===== config.mk =====
export PLATFORM = sky130hd
export DESIGN_NAME = ctrl_stage_pipe_flat
export DESIGN_NICKNAME = d
export VERILOG_FILES = /design/src/rtl/ctrl_stage_pipe_if.sv /design/src/rtl/ctrl_stage_pipe.sv /design/src/flat_wrapper.sv
export SDC_FILE = /design/constraint.sdc
export NUM_CORES = 1
export LEC_CHECK = 0
export CORE_ASPECT_RATIO = 0.7
export CORE_MARGIN = 2
export CORE_UTILIZATION = 30
export CTS_CLUSTER_DIAMETER = 40
export DETAILED_ROUTE_END_ITERATION = 7
export GPL_ROUTABILITY_DRIVEN = 0
export HOLD_SLACK_MARGIN = 0.05
export PLACE_DENSITY_LB_ADDON = 0.12
export SLEW_MARGIN = 30
export SYNTH_ARGS = -nofsm -noshare
export SYNTH_HDL_FRONTEND = slang
export SYNTH_SLANG_ARGS = --single-unit

===== constraint.sdc =====
create_clock -name clk -period 1.1 [get_ports clk]
set_input_delay 0.22 -clock clk [delete_from_list [all_inputs] [get_ports clk]]
set_output_delay 0.22 -clock clk [all_outputs]
set_load 0.02 [all_outputs]

===== src/rtl/ctrl_stage_pipe_if.sv =====
// ctrl_stage_pipe_if: Decode-to-pipeline control bundle bus with master (hazard/decode side) and slave (pipe) modports
//   d_valid_i/d_ctrl_i : bundle offered by Decode
//   stall_i/flush_i    : per-stage hazard requests, bit s = stage s
//   d_stall_o          : Decode/Fetch hold
//   valid_o/ctrl_o     : per-stage valid and bundle, stage s at ctrl_o[s*CW +: CW]
//   occ_o/drained_o    : count of valid stages, pipe empty flag
interface ctrl_stage_pipe_if #(
    parameter int CW   = 11,
    parameter int NSTG = 3,
    parameter int OCCW = $clog2(NSTG + 1)
);
    logic                 d_valid_i;
    logic [CW-1:0]        d_ctrl_i;
    logic [NSTG-1:0]      stall_i;
    logic [NSTG-1:0]      flush_i;
    logic                 d_stall_o;
    logic [NSTG-1:0]      valid_o;
    logic [NSTG*CW-1:0]   ctrl_o;
    logic [OCCW-1:0]      occ_o;
    logic                 drained_o;
    modport master(output d_valid_i, d_ctrl_i, stall_i, flush_i,
                   input  d_stall_o, valid_o, ctrl_o, occ_o, drained_o);
    modport slave (input  d_valid_i, d_ctrl_i, stall_i, flush_i,
                   output d_stall_o, valid_o, ctrl_o, occ_o, drained_o);
endinterface


===== src/rtl/ctrl_stage_pipe.sv =====
// ctrl_stage_pipe: control-bundle pipeline from Decode through NSTG stages with stall, flush, bubble and per-stage field pruning
//   clk, rst : clock (rising edge), synchronous active-high reset
//   bus      : ctrl_stage_pipe_if slave (Decode bundle in, hazard requests in, per-stage valid/ctrl and status out)
module ctrl_stage_pipe #(
    parameter int                   CW        = 11,
    parameter int                   NSTG      = 3,
    parameter logic [NSTG*CW-1:0]   KEEP_MASK = {NSTG*CW{1'b1}},
    parameter int                   OCCW      = $clog2(NSTG + 1)
) (
    input logic               clk,
    input logic               rst,
    ctrl_stage_pipe_if.slave  bus
);
    logic [NSTG-1:0]    eff;
    logic [NSTG-1:0]    v;
    logic [NSTG*CW-1:0] c;
    logic [OCCW-1:0]    occ;

    for (genvar s = 0; s < NSTG; s++) begin : g_stg
        logic          in_v;
        logic [CW-1:0] in_c;
        logic          vr;
        logic [CW-1:0] cr;
        // a stall freezes this stage and every younger (lower-index) one
        assign eff[s] = |bus.stall_i[NSTG-1:s];
        if (s == 0) begin : g_head
            assign in_v = bus.d_valid_i;
            assign in_c = bus.d_ctrl_i;
        end else begin : g_body
            // a frozen predecessor hands over a bubble
            assign in_v = v[s-1] & ~eff[s-1];
            assign in_c = c[(s-1)*CW +: CW];
        end
        always_ff @(posedge clk)
            if (rst || bus.flush_i[s]) begin
                vr <= 1'b0;
                cr <= '0;
            end else if (!eff[s]) begin
                vr <= in_v;
                cr <= in_v ? in_c & KEEP_MASK[s*CW +: CW] : '0;
            end
        assign v[s]            = vr;
        assign c[s*CW +: CW]   = cr;
    end

    always_comb begin
        occ = '0;
        for (int i = 0; i < NSTG; i++)
            occ = occ + OCCW'(v[i]);
    end

    assign bus.d_stall_o = eff[0];
    assign bus.valid_o   = v;
    assign bus.ctrl_o    = c;
    assign bus.occ_o     = occ;
    assign bus.drained_o = (occ == '0);
endmodule


===== src/flat_wrapper.sv =====
// flat-port wrapper written by rule: the top's interface ports become plain ports
module ctrl_stage_pipe_flat 
#(
    parameter int                   CW        = 11,
    parameter int                   NSTG      = 3,
    parameter logic [NSTG*CW-1:0]   KEEP_MASK = {NSTG*CW{1'b1}},
    parameter int                   OCCW      = $clog2(NSTG + 1)
)
  (clk, rst, bus_d_valid_i, bus_d_ctrl_i, bus_stall_i, bus_flush_i, bus_d_stall_o, bus_valid_o, bus_ctrl_o, bus_occ_o, bus_drained_o);
  ctrl_stage_pipe_if #(.CW(CW), .NSTG(NSTG), .OCCW(OCCW)) bus_i ();
  input logic clk;
  input logic rst;
  input wire logic [$bits(bus_i.d_valid_i)-1:0] bus_d_valid_i;
  input wire logic [$bits(bus_i.d_ctrl_i)-1:0] bus_d_ctrl_i;
  input wire logic [$bits(bus_i.stall_i)-1:0] bus_stall_i;
  input wire logic [$bits(bus_i.flush_i)-1:0] bus_flush_i;
  output wire logic [$bits(bus_i.d_stall_o)-1:0] bus_d_stall_o;
  output wire logic [$bits(bus_i.valid_o)-1:0] bus_valid_o;
  output wire logic [$bits(bus_i.ctrl_o)-1:0] bus_ctrl_o;
  output wire logic [$bits(bus_i.occ_o)-1:0] bus_occ_o;
  output wire logic [$bits(bus_i.drained_o)-1:0] bus_drained_o;
  assign bus_i.d_valid_i = bus_d_valid_i;
  assign bus_i.d_ctrl_i = bus_d_ctrl_i;
  assign bus_i.stall_i = bus_stall_i;
  assign bus_i.flush_i = bus_flush_i;
  assign bus_d_stall_o = bus_i.d_stall_o;
  assign bus_valid_o = bus_i.valid_o;
  assign bus_ctrl_o = bus_i.ctrl_o;
  assign bus_occ_o = bus_i.occ_o;
  assign bus_drained_o = bus_i.drained_o;
  ctrl_stage_pipe #(.CW(CW), .NSTG(NSTG), .KEEP_MASK(KEEP_MASK), .OCCW(OCCW)) u_core (.clk(clk), .rst(rst), .bus(bus_i));
endmodule

==> results.cfg, run 1 <==
[outcome]
status = finished with violations
violations = setup timing

[logic_synthesis]
syn_area_per_cell_sq_um = 10.4
ys_seq_elements = 36
synth-edff-count = 0
syn_nets = 142
netlist_instances = 121
async_reset_ff_share_pct = 0
yosysMostFrequentCell = dfxtp_1
yosysWarningCount = 0
yosys-top-cells-count = 36 x dfxtp_1, 22 x a22o_1, 14 x nand2_1
ys.flop_type = dfxtp_1
yosysSeqAreaShare_pct = 57.1
yosysTopAreaCell = dfxtp_1
syn-cell-area_sq_mm = 0.00126
synthTopCellsByArea = dfxtp_1 57%, a22o_1 15%, a21oi_1 4.8%
synth_cell_types = 19
synth_top_area_share_pct = 57.1

[global_route]
grt_pass1_wl_um = 5830
grt_usage_pct = 16.6
gr-total-overflow = 0
antenna_found_initial = 0
grt_max_degree = 14
grt_pass1_vias = 1181

[floorplanning]
die_h_um = 58.2
fp.dieW_um = 81.5
io_pins = 60
rows = 19
fp.coreArea_sq_mm = 0.00397
start_util_pct = 31.8
dieArea_sq_mm = 0.00475

[sta]
tightest_slew_ns = 0.401
finalCritPeriodShare_pct = 145
clock.fmax_ghz = 0.627
skew_ns = 0.00696
final_hold_viol_count = 0
fin_ws_ns = -0.494
period_needed_ns = 1.59
slew_headroom_pct = 73.2
setup_viol = 11
rsz0062_at_grt = yes
slew_violations = 0

[route]
drt_iter0_markers = 37
dr.pass1.iters = 4
drcViolationCount = 0
routed_wl_um = 3670
vias = 1209
antenna_left = 0
vias_per_cell = 4.38
post_drt_wl_per_cell_um = 13.3

[pwr]
power.density_mw_per_mm2 = 1200
power.total_mw = 2.63
leakage_nw = 1.04
worst_ir_drop_vdd_mv = 0.761

[layout]
nFillCells = 365
diodes = 0
register_area_sq_um = 724
multi_input_area_sq_um = 509
drive_gt1_share_pct = 49.1
synthToLayoutAreaGrowth_pct = 74.5
final_nets = 244

[cts]
cts_tree = done
cts_sinks = 36
clock_latency_ns = 0.28
numCtsBuffers = 5
ctsLongestPathBuffers = 2
clkTransAtPathRegs_ns = 0.07
root_buffer = clkbuf_8
h-tree-depth = 2

[place]
dp_hpwl_um = 2850
dp_slack_ns = -0.685
port_buffers = 59

[setup_path]
critPathCaptureType = primary output
crit_start = u_core.g_stg[1].vr
crit_arrival_ns = 1.37
required_ns = 0.88
crit_fanout = 2
worstSetupPathType = reg -> out
regToRegStartpoint = u_core.g_stg[0].vr
cp-start-kind = flop

[flow_run]
max_cap_violations = 0

[hold_path]
hold_path.class = in -> reg
hold_path.startpoint = bus_stall_i[1]
path summary, 6_finish.rpt:
path                                         endpoint  slack, ns  depth (start not counted)
worst max-delay path                    bus_drained_o      -0.49                          3
worst min-delay path               u_core.g_stg[1].vr       0.34                          3
worst max register to register  u_core.g_stg[1].cr[6]       0.01                          4
worst min register to register  u_core.g_stg[2].cr[0]       0.49                          1
repair_timing:
item	4_1_cts	5_1_grt
setup endpoints to repair	75	30
resized for setup	186	9
hold buffers	0	0
endpoints found under the hold margin	0	0
setup buffers	2	0
cloned	1	0
pin swaps	6	1
cell type report:
| cell class | count | area share (%) |
|---|---|---|
| multi-input cells | 73 | 23.1 |
| clock inverters | 3 | 1.93 |
| clock buffers | 5 | 3.13 |
| repair buffers | 106 | 35.8 |
| inverters | 1 | 0.171 |
| well taps | 52 | 2.96 |
| flip-flops and latches | 36 | 32.9 |
logic make-up after synthesis:
kind of cell    count (synthesis)  synth area share, %
flops                          36                 57.1
fa+ha+maj                       1                 1.59
simple gates                   35                 14.9
buf+inv                        12                 4.76
compound gates                 37                 21.6
critical path, cell delays in order (launching register included):
cell     delay, ns
dfxtp_2       0.33
fa_2          0.60
nor2_4        0.04
buf_6         0.12
stage by stage:
step           setup TNS [ns]  instance area, sq um  util [%]  hold WS, ns  cells
6_report                -1.41                  2200      55.4        0.342    276
3_3_place_gp           -23.62                  2220      55.8        0.474    265
5_1_grt                 -2.08                  2200      55.4        0.385    276
2_1_floorplan          -0.544                  1280         -        0.285    121
3_5_place_dp           -23.32                  2220      56.0        0.471    265
4_1_cts                 -1.69                  2210      55.6        0.336    276
placed cells by master (no fill, tap or decap), types with 3 or more instances in the layout:
cell type	Yosys	routed
buf_4	4	43
nand2_1	14	14
a21oi_1	12	12
clkbuf_8	0	5
clkdlybuf4s50_1	0	14
dfxtp_1	36	33
nand3_1	11	11
dfxtp_2	0	3
buf_2	0	37
a22o_1	22	22
buf_6	0	9
power breakdown:
part / total, mW / switching, mW / internal (mW)
Combinational: 0.191 / 0.0872 / 0.104
Clock: 1.13 / 0.463 / 0.670
Sequential: 1.31 / 0.00196 / 1.31
Total: 2.63 / 0.552 / 2.08
layer usage:
metal  vias up  GRT usage (%)  wire length, um
li1        640              -                -
met1       536           25.3             1920
met2        31           22.2             1530
met3         2           4.98              200
met4         0           5.08               13
met5         -              0                0
state kept, by name, summed over array words and instances (netlist names):
register and cells:
u_core.g_stg.cr 33, u_core.g_stg.vr 3
(Power assumes the default switching activity.)
==> run 2, diff against run 1 <==
- PLACE_DENSITY: default -> 0.75
- PLACE_DENSITY_LB_ADDON: 0.12 -> default
==> results.cfg, run 2 (synthesized netlist as in run 1, its figures left out) <==
[outcome]
status = finished with violations
violations = setup timing

[floorplanning]
fp.dieW_um = 81.5
die_h_um = 58.2
dieArea_sq_mm = 0.00475
fp.coreArea_sq_mm = 0.00397
io_pins = 60
start_util_pct = 31.8
rows = 19

[pwr]
power.total_mw = 2.64
power.density_mw_per_mm2 = 1180
leakage_nw = 1.05
worst_ir_drop_vdd_mv = 0.651

[cts]
root_buffer = clkbuf_8
clock_latency_ns = 0.29
h-tree-depth = 2
clkTransAtPathRegs_ns = 0.07
ctsLongestPathBuffers = 2
numCtsBuffers = 5
cts_sinks = 36
cts_tree = done

[setup_path]
crit_fanout = 2
regToRegSetupSlack_ns = -0.03
crit_arrival_ns = 1.38
critPathCaptureType = primary output
cp-start-kind = flop
worstRegToRegCells = 4
worstSetupPathType = reg -> out
required_ns = 0.88
crit_start = u_core.g_stg[1].vr
regToRegStartpoint = u_core.g_stg[0].vr
crit_path_end = bus_drained_o
rr_endpoint = u_core.g_stg[1].cr[2]

[global_route]
grt_pass1_vias = 1264
grt_pass1_wl_um = 6040
gr-total-overflow = 0
antenna_found_initial = 0
grt_usage_pct = 17.4
grt_max_degree = 14

[sta]
clock.fmax_ghz = 0.624
holdWs_ns = 0.251
setup-tns-final_ns = -1.49
skew_ns = 0.00512
finalCritPeriodShare_pct = 146
final_hold_viol_count = 0
slew_headroom_pct = 73.7
tightest_slew_ns = 0.394
slew_violations = 0
fin_ws_ns = -0.503
period_needed_ns = 1.60
setup_viol = 15
rsz0062_at_grt = yes

[layout]
drive_gt1_share_pct = 48.9
diodes = 0
register_area_sq_um = 724
layout_commonest_cell = buf_4
final_cell_mix = 42 x buf_4, 35 x buf_2, 33 x dfxtp_1, 22 x a22o_1, 14 x nand2_1
multi_input_area_sq_um = 509
largest_register_ffs = 33
final_nets = 245
fin_cells = 277
largestRegisters = u_core.g_stg.cr: 33 flops, u_core.g_stg.vr: 3 flops
regMostFlops = u_core.g_stg.cr
final_core_util_pct = 56.2
nFillCells = 348
synthToLayoutAreaGrowth_pct = 77.0
final_area_sq_mm = 0.00223

[route]
vias_per_cell = 4.50
routed_wl_um = 3800
drt_iter0_markers = 35
vias = 1247
dr.pass1.iters = 4
post_drt_wl_per_cell_um = 13.7
antenna_left = 0
drcViolationCount = 0

[hold_path]
hold_path.class = in -> reg

[place]
port_buffers = 59
dp_slack_ns = -0.890
dp.cells = 266
place_area_sq_mm = 0.00224
dp_hpwl_um = 2820

[flow_run]
max_cap_violations = 0
[run 2: cell count changes in the layout (fill, tap and decap cells not counted)]
cell,previous run,this run
clkinvlp_4,1,0
clkdlybuf4s50_1,14,13
buf_4,43,42
buf_12,1,2
buf_2,37,35
buf_6,9,12
clkbuf_1,0,1
dlygate4sd2_1,2,3
[run 2: worst min path at each step]
stage          depth (start not counted)                     to                   from  slack (ns)
4_1_cts                                2     u_core.g_stg[2].vr         bus_flush_i[2]        0.25
2_1_floorplan                          1     u_core.g_stg[1].vr                    rst        0.29
6_report                               2     u_core.g_stg[2].vr         bus_flush_i[2]        0.25
5_1_grt                                2     u_core.g_stg[2].vr         bus_flush_i[2]        0.25
3_3_place_gp                           1  u_core.g_stg[2].cr[2]  u_core.g_stg[2].cr[2]        0.47
3_5_place_dp                           1  u_core.g_stg[2].cr[2]  u_core.g_stg[2].cr[2]        0.47
[run 2: final cells by class]
cell class | instances | area share [%]
timing repair buffer | 107 | 36.8
sequential | 36 | 32.5
multi-input combinational | 73 | 22.8
clock buffer | 6 | 3.25
tap | 52 | 2.91
clock inverter | 2 | 1.57
inverter | 1 | 0.168
[run 2: power breakdown]
group / switching [mW] / internal, mW / total [mW]
Combinational: 0.0896 / 0.111 / 0.200
Sequential: 0.00201 / 1.31 / 1.31
Clock: 0.459 / 0.672 / 1.13
[run 2: what timing repair did]
action                                  in CTS  in global routing
cloned                                       1                  0
buffers inserted                             1                  1
endpoints found under the setup margin      75                 32
pin swaps                                    5                  2
resized for setup                          187                 14
hold buffers                                 0                  0
[run 2: critical path, stage by stage (launching register included)]
cell and delay [ns]:
dfxtp_2 0.34, fa_2 0.60, nor2_4 0.04, buf_6 0.12
[run 2: metal layers]
metal | up-vias | track usage [%] | part of all wire (%)
met5 | - | 0 | 0
met4 | 0 | 7.02 | 1.5
met3 | 7 | 7.01 | 6.8
met2 | 38 | 25.6 | 44
met1 | 564 | 22.6 | 48
li1 | 638 | - | -
==> run 3, diff against run 2 <==
- ABC_AREA: default -> 1
- PLACE_DENSITY: 0.75 -> 0.72
- SKIP_LAST_GASP: default -> 1
==> results.cfg, run 3 <==
[outcome]
status = finished with violations
violations = setup timing

[setup_path]
cp-start-kind = flop
worst_path_max_delay_cell = fa_2
cpPeakStageDelay_ns = 0.61
crit_family = adder cells
critPathCaptureType = primary output
regToRegSetupSlack_ns = 0.07
required_ns = 0.88
crit_arrival_ns = 1.39
regToRegStartpoint = u_core.g_stg[1].vr
worstSetupPathType = reg -> out
rr_endpoint = u_core.g_stg[1].vr
path_depth = 3
crit_start = u_core.g_stg[0].vr
cp.buffers_inverters = 1
worstRegToRegCells = 5
crit_path_end = bus_drained_o
crit_fanout = 2
path_cells = fa_2 -> nor2_4 -> buf_6

[flow_run]
max_cap_violations = 0

[place]
port_buffers = 59
dp_slack_ns = -0.671
dp_hpwl_um = 3030

[logic_synthesis]
synth-edff-count = 0
ys_seq_elements = 36
synth_top_area_share_pct = 48.2
ys.flop_type = dfxtp_1
synth_cell_types = 16
synthTopCellsByArea = dfxtp_1 48%, nand2_1 12%, a21oi_1 12%
yosysTopAreaCell = dfxtp_1
syn-cell-area_sq_mm = 0.00149
yosysWarningCount = 0
syn_nets = 214
netlist_instances = 193
yosys-top-cells-count = 49 x nand2_1, 36 x a21oi_1, 36 x dfxtp_1
yosysMostFrequentCell = nand2_1
syn_area_per_cell_sq_um = 7.74
async_reset_ff_share_pct = 0
yosysSeqAreaShare_pct = 48.2

[cts]
numCtsBuffers = 5
cts_sinks = 36
ctsHoldBuffers = 0
clkTransAtPathRegs_ns = 0.06
clock_latency_ns = 0.29
ctsLongestPathBuffers = 2
h-tree-depth = 2
cts_tree = done
root_buffer = clkbuf_8

[sta]
setup-tns-final_ns = -1.69
period_needed_ns = 1.61
setup_viol = 5
slew_violations = 0
slew_headroom_pct = 83.6
rsz0062_at_grt = yes
fin_ws_ns = -0.507
tightest_slew_ns = 0.246
finalCritPeriodShare_pct = 146
skew_ns = 0.00339
clock.fmax_ghz = 0.622
final_hold_viol_count = 0
holdWs_ns = 0.391

[route]
route.met3.wl_um = 275
vias = 1581
drt_iter0_markers = 60
post_drt_wl_per_cell_um = 12.3
met2_length_um = 1900
antenna_left = 0
wl_met1_um = 2010
drcViolationCount = 0
top_layer = met4
dr.pass1.iters = 4
vias_per_cell = 4.58
routed_wl_um = 4250

[pwr]
leakage_nw = 1.04
power.density_mw_per_mm2 = 1100
worst_ir_drop_vdd_mv = 0.454
power.total_mw = 2.55

[layout]
regMostFlops = u_core.g_stg.cr
layout_commonest_cell = nand2_1
drive_gt1_share_pct = 34.1
final_nets = 297
nFillCells = 491
final_cell_mix = 48 x nand2_1, 36 x a21oi_1, 33 x buf_2, 33 x dfxtp_1, 30 x buf_4
synthToLayoutAreaGrowth_pct = 54.7
diodes = 0
largestRegisters = u_core.g_stg.cr: 33 flops, u_core.g_stg.vr: 3 flops
largest_register_ffs = 33

[global_route]
grt_pass1_wl_um = 6710
grt_pass1_vias = 1498
grt_usage_pct = 15.4
gr-total-overflow = 0
grt_max_degree = 38
antenna_found_initial = 0

[floorplanning]
io_pins = 60
dieArea_sq_mm = 0.00557
fp.coreArea_sq_mm = 0.00478
start_util_pct = 31.2
rows = 21
fp.dieW_um = 88.3
die_h_um = 63.0

[hold_path]
hold_path.class = in -> reg
run 3: how the worst min path moves through the flow:
stage	startpoint	to	slack, ns	depth (start not counted)
finish	bus_stall_i[2]	u_core.g_stg[2].vr	0.39	4
global placement	u_core.g_stg[2].cr[0]	u_core.g_stg[2].cr[0]	0.44	2
global route	bus_stall_i[2]	u_core.g_stg[2].cr[8]	0.41	4
detailed placement	u_core.g_stg[2].cr[4]	u_core.g_stg[2].cr[4]	0.46	2
floorplan	bus_stall_i[2]	u_core.g_stg[2].cr[1]	0.36	2
CTS	u_core.g_stg[2].cr[4]	u_core.g_stg[2].cr[4]	0.47	2
run 3: cell type report:
type                    instances  area (sq um)  share of cell area (%)
clock buffers                   7          96.3                    4.17
inverters                      13          48.8                    2.11
multi-input cells             126           624                    27.0
flip-flops and latches         36           724                    31.3
well taps                      69          86.3                    3.74
repair buffers                 94           731                    31.6
run 3: through the flow:
step                      std cells  util, %  instance area (sq um)
after floorplan                 193        -                   1510
after global placement          333     48.1                   2300
after detailed placement        333     48.1                   2300
after CTS                       342     47.4                   2270
after global routing            345     48.3                   2310
final                           345     48.3                   2310
run 3: per-layer routing:
layer	GRT usage, %	vias up
li1	-	798
met3	4.62	7
met1	19.3	735
met4	5.68	0
met2	24.9	41
met5	0	-
run 3: cells by family after synthesis:
family                     Yosys count  synth area share [%]
DFF                                 36                  48.2
and+or+nand+nor                     89                  26.9
buffers and inverters               31                  11.5
adders and majority gates            1                  1.34
AOI/OAI and AO/OA                   36                  12.1
run 3: worst reg2reg max path, delay by kind of cell, from the launching register on:
kind                   cells  cell delay, ns
flip-flops                 1            0.34
buffers and inverters      3            0.38
AO/OA/AOI/OAI              1            0.16
AND/OR/NAND/NOR            1            0.07
run 3: timing repair:
| item | 4_1_cts | 5_1_grt |
|---|---|---|
| buffers inserted | 2 | 3 |
| setup endpoints to repair | 76 | 19 |
| resized for setup | 172 | 15 |
| pin swaps | 4 | 1 |
run 3: report_power, final:
group	total [mW]	switching, mW	internal, mW
Clock	1.00	0.444	0.557
Sequential	1.31	0.00220	1.31
Combinational	0.238	0.126	0.111
Total	2.55	0.573	1.98
